## src/rtl/fp_add_pkg.sv

```systemverilog
// Shared definitions for the floating-point adder sequencer: default widths,
// FSM state encoding and result bypass selections.
package fp_add_pkg;

   localparam int EXP_W_DFLT  = 8;
   localparam int MANT_W_DFLT = 24;
   localparam int CNT_W_DFLT  = 5;

   typedef enum logic [2:0] {
      S_IDLE  = 3'd0,
      S_ALIGN = 3'd1,
      S_ADD   = 3'd2,
      S_NORM  = 3'd3,
      S_DONE  = 3'd4
   } state_t;

   localparam logic [1:0] BYP_NONE = 2'd0;
   localparam logic [1:0] BYP_A    = 2'd1;
   localparam logic [1:0] BYP_B    = 2'd2;
   localparam logic [1:0] BYP_ZERO = 2'd3;

   // An Inf/NaN operand dominates; otherwise a zero operand passes the other one through.
   function automatic logic [1:0] bypass_sel(input logic special_a, input logic special_b,
                                             input logic zero_a, input logic zero_b);
      logic [1:0] sel;
      if (special_a) begin
         sel = BYP_A;
      end else if (special_b) begin
         sel = BYP_B;
      end else if (zero_a) begin
         sel = BYP_B;
      end else if (zero_b) begin
         sel = BYP_A;
      end else begin
         sel = BYP_NONE;
      end
      return sel;
   endfunction

endpackage

```

## src/rtl/fp_exp_diff.sv

```systemverilog
// Exponent comparator: picks the larger exponent, flags a swap when B is larger,
// and produces the alignment shift count clamped to one past the mantissa width.
module fp_exp_diff
   import fp_add_pkg::*;
#(
   parameter int EXP_W  = EXP_W_DFLT,
   parameter int MANT_W = MANT_W_DFLT,
   parameter int CNT_W  = CNT_W_DFLT
) (
   input  logic [EXP_W-1:0] exp_a_i,
   input  logic [EXP_W-1:0] exp_b_i,
   output logic             swap_o,
   output logic [EXP_W-1:0] max_exp_o,
   output logic [CNT_W-1:0] shift_cnt_o
);

   localparam logic [EXP_W-1:0] MAX_SHIFT = EXP_W'(MANT_W + 1);

   logic [EXP_W-1:0] diff_s;

   // Compare, subtract larger minus smaller, clamp the shift distance.
   always_comb begin
      swap_o = (exp_b_i > exp_a_i);
      if (swap_o) begin
         max_exp_o = exp_b_i;
         diff_s    = exp_b_i - exp_a_i;
      end else begin
         max_exp_o = exp_a_i;
         diff_s    = exp_a_i - exp_b_i;
      end
      if (diff_s > MAX_SHIFT) begin
         shift_cnt_o = CNT_W'(MANT_W + 1);
      end else begin
         shift_cnt_o = CNT_W'(diff_s);
      end
   end

endmodule

```

## src/rtl/fp_add_sequencer.sv

```systemverilog
// Control FSM for the multi-cycle floating-point adder: accepts an operand pair,
// steps alignment, addition and normalization, and tracks the result exponent and flags.
module fp_add_sequencer
   import fp_add_pkg::*;
#(
   parameter int EXP_W  = EXP_W_DFLT,
   parameter int MANT_W = MANT_W_DFLT,
   parameter int CNT_W  = CNT_W_DFLT
) (
   input  logic             Clk,
   input  logic             Rst,
   input  logic             In_Valid,
   output logic             In_Ready,
   input  logic [EXP_W-1:0] Exp_A,
   input  logic [EXP_W-1:0] Exp_B,
   input  logic             Special_A,
   input  logic             Special_B,
   input  logic             Zero_A,
   input  logic             Zero_B,
   input  logic             Sum_Carry,
   input  logic             Sum_Msb,
   input  logic             Sum_Zero,
   output logic             Load_Ops,
   output logic             Swap,
   output logic             Align_Shift,
   output logic             Add_En,
   output logic             Norm_Shr,
   output logic             Norm_Shl,
   output logic [1:0]       Bypass_Sel,
   output logic [EXP_W-1:0] Res_Exp,
   output logic             Overflow,
   output logic             Underflow,
   output logic             Out_Valid,
   input  logic             Out_Ready
);

   localparam logic [EXP_W-1:0] EXP_ONES = {EXP_W{1'b1}};
   localparam logic [EXP_W-1:0] EXP_ONE  = EXP_W'(1);
   localparam logic [CNT_W-1:0] CNT_ONE  = CNT_W'(1);
   localparam logic [CNT_W-1:0] SHL_MAX  = CNT_W'(MANT_W - 1);

   state_t           state_q, state_d;
   logic             swap_q, swap_d;
   logic [EXP_W-1:0] res_exp_q, res_exp_d;
   logic [CNT_W-1:0] cnt_q, cnt_d;
   logic             ovf_q, ovf_d;
   logic             unf_q, unf_d;
   logic [1:0]       byp_q, byp_d;

   logic             swap_s;
   logic [EXP_W-1:0] max_exp_s;
   logic [CNT_W-1:0] shift_cnt_s;
   logic [1:0]       byp_new_s;
   logic             load_s, shr_s, shl_s;

   fp_exp_diff #(
      .EXP_W  (EXP_W),
      .MANT_W (MANT_W),
      .CNT_W  (CNT_W)
   ) u_exp_diff (
      .exp_a_i     (Exp_A),
      .exp_b_i     (Exp_B),
      .swap_o      (swap_s),
      .max_exp_o   (max_exp_s),
      .shift_cnt_o (shift_cnt_s)
   );

   assign byp_new_s = bypass_sel(Special_A, Special_B, Zero_A, Zero_B);

   // State and result registers.
   always_ff @(posedge Clk or posedge Rst) begin
      if (Rst) begin
         state_q   <= S_IDLE;
         swap_q    <= 1'b0;
         res_exp_q <= {EXP_W{1'b0}};
         cnt_q     <= {CNT_W{1'b0}};
         ovf_q     <= 1'b0;
         unf_q     <= 1'b0;
         byp_q     <= BYP_NONE;
      end else begin
         state_q   <= state_d;
         swap_q    <= swap_d;
         res_exp_q <= res_exp_d;
         cnt_q     <= cnt_d;
         ovf_q     <= ovf_d;
         unf_q     <= unf_d;
         byp_q     <= byp_d;
      end
   end

   // Next-state, register updates and the input-dependent strobes.
   always_comb begin
      state_d   = state_q;
      swap_d    = swap_q;
      res_exp_d = res_exp_q;
      cnt_d     = cnt_q;
      ovf_d     = ovf_q;
      unf_d     = unf_q;
      byp_d     = byp_q;
      load_s    = 1'b0;
      shr_s     = 1'b0;
      shl_s     = 1'b0;
      case (state_q)
         S_IDLE: begin
            if (In_Valid) begin
               load_s    = 1'b1;
               swap_d    = swap_s;
               res_exp_d = max_exp_s;
               cnt_d     = shift_cnt_s;
               ovf_d     = 1'b0;
               unf_d     = 1'b0;
               byp_d     = byp_new_s;
               if (byp_new_s != BYP_NONE) begin
                  state_d = S_DONE;
               end else if (shift_cnt_s == {CNT_W{1'b0}}) begin
                  state_d = S_ADD;
               end else begin
                  state_d = S_ALIGN;
               end
            end else begin
               state_d = S_IDLE;
            end
         end
         S_ALIGN: begin
            cnt_d = cnt_q - CNT_ONE;
            if (cnt_q == CNT_ONE) begin
               state_d = S_ADD;
            end else begin
               state_d = S_ALIGN;
            end
         end
         S_ADD: begin
            // The counter is reused to bound left-shifts in NORM.
            cnt_d   = {CNT_W{1'b0}};
            state_d = S_NORM;
         end
         S_NORM: begin
            if (Sum_Zero) begin
               byp_d     = BYP_ZERO;
               res_exp_d = {EXP_W{1'b0}};
               state_d   = S_DONE;
            end else if (Sum_Carry) begin
               shr_s   = 1'b1;
               state_d = S_DONE;
               if (res_exp_q == EXP_ONES) begin
                  ovf_d = 1'b1;
               end else begin
                  res_exp_d = res_exp_q + EXP_ONE;
                  ovf_d     = (res_exp_q == (EXP_ONES - EXP_ONE));
               end
            end else if (!Sum_Msb) begin
               if ((res_exp_q > EXP_ONE) && (cnt_q < SHL_MAX)) begin
                  shl_s     = 1'b1;
                  res_exp_d = res_exp_q - EXP_ONE;
                  cnt_d     = cnt_q + CNT_ONE;
                  state_d   = S_NORM;
               end else if (res_exp_q == EXP_ONE) begin
                  unf_d   = 1'b1;
                  state_d = S_DONE;
               end else begin
                  state_d = S_DONE;
               end
            end else begin
               state_d = S_DONE;
            end
         end
         S_DONE: begin
            if (Out_Ready) begin
               state_d = S_IDLE;
            end else begin
               state_d = S_DONE;
            end
         end
         default: begin
            state_d = S_IDLE;
         end
      endcase
   end

   assign In_Ready    = (state_q == S_IDLE);
   assign Out_Valid   = (state_q == S_DONE);
   assign Align_Shift = (state_q == S_ALIGN);
   assign Add_En      = (state_q == S_ADD);
   assign Load_Ops    = load_s;
   assign Norm_Shr    = shr_s;
   assign Norm_Shl    = shl_s;
   assign Swap        = swap_q;
   assign Res_Exp     = res_exp_q;
   assign Overflow    = ovf_q;
   assign Underflow   = unf_q;
   assign Bypass_Sel  = byp_q;

endmodule

```

## config.mk

```make
export PLATFORM = sky130hd
export DESIGN_NAME = fp_add_sequencer
export DESIGN_NICKNAME = d
export VERILOG_FILES = /design/src/rtl/fp_add_pkg.sv /design/src/rtl/fp_exp_diff.sv /design/src/rtl/fp_add_sequencer.sv
export SDC_FILE = /design/constraint.sdc
export NUM_CORES = 1
export LEC_CHECK = 0
export CAP_MARGIN = 20
export CORE_MARGIN = 5
export CORE_UTILIZATION = 40
export CTS_BUF_LIST = sky130_fd_sc_hd__clkbuf_2
export DETAILED_ROUTE_END_ITERATION = 16
export MAX_ROUTING_LAYER = met4
export PLACE_DENSITY = 0.66
export SETUP_SLACK_MARGIN = 0.5
export SLEW_MARGIN = 20
export SYNTH_ARGS = -nofsm -noshare
export SYNTH_HDL_FRONTEND = slang
export SYNTH_SLANG_ARGS = --single-unit
```

## constraint.sdc

```tcl
create_clock -name Clk -period 2 [get_ports Clk]
set_input_delay 0.3 -clock Clk [delete_from_list [all_inputs] [get_ports Clk]]
set_output_delay 0.3 -clock Clk [all_outputs]
set_load 0.02 [all_outputs]
```

Word level (Yosys, flattened, before mapping)
Index checks and enable logic that the tools add are counted.
{ "op_classes": {"n_div": 0, "n_lt_le_gt_ge": 4, "reduce_logical": 12, "eq_ne": 20, "n_bitwise": 0, "n_mul": 0, "mux": 54, "add_sub_neg": 6, "n_shift": 0} }
{ "ops": {"columns": ["operator", "count"], "rows": [
  ["two-way mux 8 bit", 8],
  ["two-way mux 5 bit", 6],
  ["two-way mux 3 bit", 7],
  ["two-way mux 1 bit", 20],
  ["case mux 5 bit (4 select lines)", 1],
  ["!= test 2 bit (second input constant)", 9],
  ["== test 8 bit (second input constant)", 2],
  ["case mux 8 bit (2 select lines)", 1],
  ["subtractor 8 bit", 2],
  ["case mux 3 bit (5 select lines)", 1],
  ["two-way mux 2 bit", 7],
  ["!= test 4 bit (second input constant)", 3],
  ["adder 8 x 1 -> 8 bit (second input constant)", 1],
  ["== test 8 x 1 -> 1 bit (second input constant)", 1],
  ["greater-than comparator 8 x 1 -> 1 bit (second input constant)", 1],
  ["greater-than comparator 8 x 5 -> 1 bit (second input constant)", 1],
  ["greater-than comparator 8 bit", 1],
  ["subtractor 8 x 1 -> 8 bit (second input constant)", 1],
  ["AND reduction 7 bit", 1],
  ["== test 3 x 2 -> 1 bit (second input constant)", 2],
  ["AND reduction 6 bit", 1],
  ["adder 5 x 1 -> 5 bit (second input constant)", 1],
  ["== test 5 x 1 -> 1 bit (second input constant)", 1],
  ["logical NOT 5 bit", 1],
  ["other kinds (14)", 16]
]} }
{ "totals": {"latchBits": 0, "memories": 0, "elab_cells": 103, "output_inout_bits": 20, "regBits": 21, "ram_bits": 0, "rom_bits": 0, "in_bits": 27} }

Logic depth before layout (Yosys ltp)
{ "depth": {"depth_word": 9, "mapped_depth": 12, "mapped_depth_nobuf": 10} }

By module
From an unflattened synthesis, not the netlist that was laid out.
{ "hier_totals": {"cells_unflattened": 331, "area_unflattened_um2": 2593.7} }
{ "modules_own_cells": {"columns": ["module", "area_each_um2", "instances", "seq_area_each_um2", "cells_per_inst"], "rows": [
  ["fp_add_sequencer", 1640.3, 1, 525.5, 193],
  ["fp_exp_diff", 953.4, 1, 0.0, 138]
]} }

Worst setup path before layout
No wires, ideal clock.
{ "synth_path": {"kind": "input to register", "from": "input port Exp_B[0]", "to": "register cnt_q[2]", "required_ns": 1.874, "path_slack_ns": -0.455, "setup_ns": 0.126, "arrival_time_ns": 2.329, "cell_stages": 10, "n_path_buf": 0, "cell_sequence": "inv_1 -> ha_1 -> fa_1 -> nand2b_1 -> a211oi_2 -> o22ai_2 -> mux2i_1 -> xor2_1 -> o221a_2 -> a221o_1"} }
{ "synth_between": {"elab_chain_cells": 6, "word_cells_on_any_way": 8, "cone_classes": "add/sub (2); order compare (2); mux (4)"} }
{ "synth_lines": {"columns": ["item", "line_no", "text"], "rows": [
  ["start: declaration", "fp_add_sequencer.sv:15", "input logic [EXP_W-1:0] Exp_B,"],
  ["subtractor 8 bit, or another cell as far along", "fp_exp_diff.sv:29", "diff_s = exp_a_i - exp_b_i;"],
  ["two-way mux 8 bit (*)", "fp_exp_diff.sv:24", "if (swap_o) begin"],
  ["greater-than comparator 8 x 5 -> 1 bit", "fp_exp_diff.sv:31", "if (diff_s > MAX_SHIFT) begin"],
  ["two-way mux 5 bit (*)", "fp_exp_diff.sv:31", null],
  ["two-way mux 5 bit (*)", "fp_add_sequencer.sv:105", "if (In_Valid) begin"],
  ["case mux 5 bit (4 select lines) (*)", "fp_add_sequencer.sv:103", "case (state_q)"],
  ["end signal: assignment", "fp_add_sequencer.sv:76", "cnt_q <= {CNT_W{1'b0}};"],
  ["end signal: assignment", "fp_add_sequencer.sv:84", "cnt_q <= cnt_d;"],
  ["end: declaration", "fp_add_sequencer.sv:45", "logic [CNT_W-1:0] cnt_q, cnt_d;"]
]} }
Every way passes the cells marked *; elsewhere a longest branch is shown, timed or not. The select of a mux whose other input is x is not followed.
A chain may end at the register's enable or synchronous reset.

Final worst setup path
{ "layout_path": {"from": "register res_exp_q[6], in the netlist Res_Exp[6]", "to": "register cnt_q[2]"} }
{ "layout_between": {"elab_chain_cells": 4} }
{ "layout_lines": {"columns": ["item", "line_no", "text"], "rows": [
  ["start: declaration", "fp_add_sequencer.sv:44", "logic [EXP_W-1:0] res_exp_q, res_exp_d;"],
  ["start signal: assignment", "fp_add_sequencer.sv:75", "res_exp_q <= {EXP_W{1'b0}};"],
  ["start signal: assignment", "fp_add_sequencer.sv:83", "res_exp_q <= res_exp_d;"],
  ["greater-than comparator 8 x 1 -> 1 bit", "fp_add_sequencer.sv:152", "if ((res_exp_q > EXP_ONE) && (cnt_q < SHL_MAX)) begin"],
  ["logical AND 1 bit", "fp_add_sequencer.sv:152", null],
  ["!= test 2 bit (no source line)", null, null],
  ["AND reduction 6 bit (no source line)", null, null]
]} }
No other way between the ends.

==> PnR_summary.wiki <==
{| class="wikitable"
! Metric !! Value
|-
| Result of the run || finished with violations
|-
| Violated checks || setup timing
|-
| First-pass GRT wire length || 15.8 mm
|-
| Critical Path Sink Type || register
|-
| Floorplan Core Area || between 6000 and 7000 sq um
|-
| Number of cells traversed by the worst register-to-register path || 8
|-
| Critical R2R Launch || Res_Exp[6]
|-
| Drt total wl || roughly 11 mm
|-
| Met1 Resource Use GR || 30.0%
|-
| Final Hold Fails || 0
|-
| Count of standard-cell rows || 29
|-
| Final Slew Violations || 0
|-
| Gpl congestion || approximately 0.93
|-
| Register cell area after layout || roughly 530 sq um
|-
| Total via count after detailed routing || roughly 3.4k
|-
| Number of antenna diodes || 0
|-
| Worst reg2reg endpoint || cnt_q[2]
|-
| Die area || approximately 8000 sq um
|-
| Post-layout utilization of the core || between 70% and 80%
|-
| Most common cell after layout, fill and taps aside || sky130_fd_sc_hd__buf_4
|-
| Count of buffers inserted at the top-level ports || 46
|-
| Largest fanout of any net on the critical path || 4
|-
| Effective utilization at floorplan || between 40% and 50%
|-
| M3 GR Usage || under 10%
|-
| Starting DRC count in detailed routing || ~230
|-
| Final setup vio count || 16
|-
| Final Skew || 0.0127 ns
|-
| Netlist Area Pre-Place || 2530 sq um
|-
| Synthesized net count || between 300 and 400
|-
| Minimum setup slack among reg-to-reg paths || -0.29 ns
|-
| Endpoint arrival time on the critical path || 2.55 ns
|-
| Busiest layer in global routing || met2
|-
| Largest net degree at the start of global routing || 22
|-
| Final Instance Area || 4820 sq um
|-
| Dpl cell area || 3910 sq um
|-
| Top achievable clock speed || between 400 and 500 MHz
|-
| Clock H-tree levels || 1
|-
| Synth warnings || 0
|-
| Horizontal extent of the die || between 80 and 90 um
|-
| Detail-routed via count per cell || approximately 5.7
|-
| Max-slew headroom at the worst pin || 58.1%
|-
| Area growth from synthesis to layout || 90.3%
|-
| CTS tree || yes
|-
| Latest clock arrival within the worst-skew pair || around 0.35 ns
|-
| Synthesized area divided by synthesized cell count || approximately 7.7 sq um
|-
| Sequential fraction of the synthesis area || between 20% and 30%
|-
| Worst Setup Start Kind || register
|-
| Grt total ovfl || 0
|-
| Detailed placer's ending HPWL || about 7 mm
|-
| ANT nets after route || 0
|-
| Pin slew with the least headroom to its limit || between 0.6 and 0.7 ns
|-
| Synthesized flop and latch total || 21
|-
| Required time of the critical path || 2.27 ns
|-
| # clock sinks || 21
|-
| Area used by multi-input combinational logic || between 2000 and 2500 sq um
|-
| Post-route setup TNS || -3.11 ns
|-
| Nets || approximately 570
|-
| Number of primary I/O pins || 47
|-
| Unique cell type count in the Yosys netlist || between 60 and 70
|-
| Layout filler cell count || ~410
|-
| Source of the critical timing path || Res_Exp[6]
|-
| Gate count after technology mapping || 330
|-
| Overall die height || ~90 um
|-
| Global-route track usage on met2 || between 40 and 50%
|-
| DR WL/cell || roughly 18 um
|-
| Root buffer selected by CTS || sky130_fd_sc_hd__clkbuf_2
|-
| Number of antenna violations at the first check in global routing || 0
|-
| Max cap viols || 0
|-
| Total Routing Usage GR || between 20% and 30%
|-
| IR drop worst, VDD || between 600 and 700 uV
|-
| Total power per unit cell area || 928 nW/um^2
|-
| Initial DRT Pass Iterations || 5
|-
| Via count of the first global-routing pass || ~3.3k
|-
| Min cycle time layout || around 2.3 ns
|-
| Final worst slack || -0.286 ns
|-
| RSZ-0062 raised after global routing || yes
|-
| Share of synthesized flip-flops with an asynchronous set or reset || 100%
|-
| Critical path type || reg -> reg
|-
| Clk slew on worst S/H paths || between 0.2 and 0.25 ns
|-
| Number of buffers created by CTS || 3
|-
| DRC violation count after routing || 0
|-
| Worst slack at placement || -1.06 ns
|-
| Number of synthesized flops with an enable pin || 0
|-
| Fraction of layout instances using a drive strength above 1 || about 55%
|-
| Commonest cells after routing, fill and taps aside || 116 x sky130_fd_sc_hd__buf_4, 48 x sky130_fd_sc_hd__buf_6, 30 x sky130_fd_sc_hd__nor2_1
|-
| Ys flop type || sky130_fd_sc_hd__dfrtp_1
|-
| Post-route fraction of the period consumed by the critical path || 114%
|-
| Static leakage || approximately 2.2 nW
|-
| Class of the tightest hold or removal check || in -> async
|-
| Maximum root-to-sink buffer count || 2
|}
[timing repair]
action | in CTS | in global routing
pin swaps | 33 | 35
hold endpoints to repair | 0 | 0
buffers inserted | 34 | 23
hold buffers | 0 | 0
gates resized for setup | 198 | 72
setup endpoints to repair | 38 | 31
[area by class of cell]
cell class              count  area share [%]
multi-input cells         268            48.6
repair buffers            200            35.6
flip-flops and latches     21            11.0
inverters                  27            2.41
well taps                  77            2.00
clock buffers               3           0.311
clock inverters             1           0.104
[worst max-delay path by stage]
stage	end
5_1_grt	cnt_q[2]
6_report	cnt_q[2]
4_1_cts	Norm_Shl
3_5_place_dp	cnt_q[2]
3_3_place_gp	state_q[1]
2_1_floorplan	cnt_q[2]
[routing by layer]
| layer | routed length [um] | vias up |
|---|---|---|
| li1 | - | 1588 |
| met1 | 4140 | 1643 |
| met2 | 5670 | 144 |
| met3 | 640 | 47 |
| met4 | 455 | 0 |
| met5 | 0 | - |
[synth_stat cells, drive strengths merged (3+ instances only)]
cell type / count / area share, %
a21boi: 6 / 1.8
or3: 5 / 1.2
nand2b: 9 / 2.2
nor3: 12 / 2.6
inv: 26 / 3.8
a211oi: 5 / 1.7
nand2: 29 / 4.4
o32ai: 4 / 1.7
buf: 9 / 1.9
a22o: 4 / 1.4
nand3: 8 / 1.6
and2: 4 / 0.99
nand4: 7 / 1.7
a21o: 4 / 1.2
xnor2: 3 / 1.0
nor2: 36 / 5.3
ha: 22 / 11
dfrtp: 21 / 21
xor2: 5 / 1.7
mux2i: 11 / 4.8
o21ai: 23 / 5.1
clkbuf: 5 / 0.74
a21oi: 23 / 4.7
a31o: 3 / 1.0
o22ai: 9 / 2.5
[stage by stage]
stage | power [mW] | hold slack (ns) | std cells
floorplan | 2.20 | 0.276 | 330
global placement | 3.35 | 0.463 | 536
detailed placement | 3.41 | 0.478 | 536
CTS | 4.01 | 0.253 | 574
global route | 4.73 | 0.256 | 597
finish | 4.48 | 0.257 | 597
[logic make-up (layout without fill, tap and decap cells)]
| kind of cell | Yosys count | count (layout) | synth area share, % |
|---|---|---|---|
| and+or+nand+nor | 121 | 121 | 23.3 |
| AOI/OAI and AO/OA | 104 | 104 | 29.2 |
| buffers and inverters | 41 | 231 | 6.66 |
| adders and majority gates | 24 | 24 | 12.4 |
| DFF | 21 | 21 | 20.7 |
| muxes | 11 | 11 | 4.84 |
| xor gates and xnor gates | 8 | 8 | 2.76 |
[registers in the layout, summed over array words and instances, names as in the netlist]
register    count
Bypass_Sel      2
Overflow        1
Res_Exp         8
Swap            1
Underflow       1
cnt_q           5
state_q         3
[report_power, final]
part,internal [mW],switching (mW),total (mW)
logic,1.83,1.74,3.57
registers,0.591,0.118,0.709
clock network,0.0453,0.154,0.199
total,2.46,2.01,4.48
[critical path: stages (launching register included)]
cell and delay, ns:
sky130_fd_sc_hd__dfrtp_2 0.46, sky130_fd_sc_hd__or4_4 0.56, sky130_fd_sc_hd__nor3_4 0.18, sky130_fd_sc_hd__nor4b_2 0.07
sky130_fd_sc_hd__buf_4 0.16, sky130_fd_sc_hd__o21ai_4 0.25, sky130_fd_sc_hd__inv_2 0.08, sky130_fd_sc_hd__o221a_2 0.15
sky130_fd_sc_hd__a221o_1 0.29
Power figures use the tool's default switching activity.
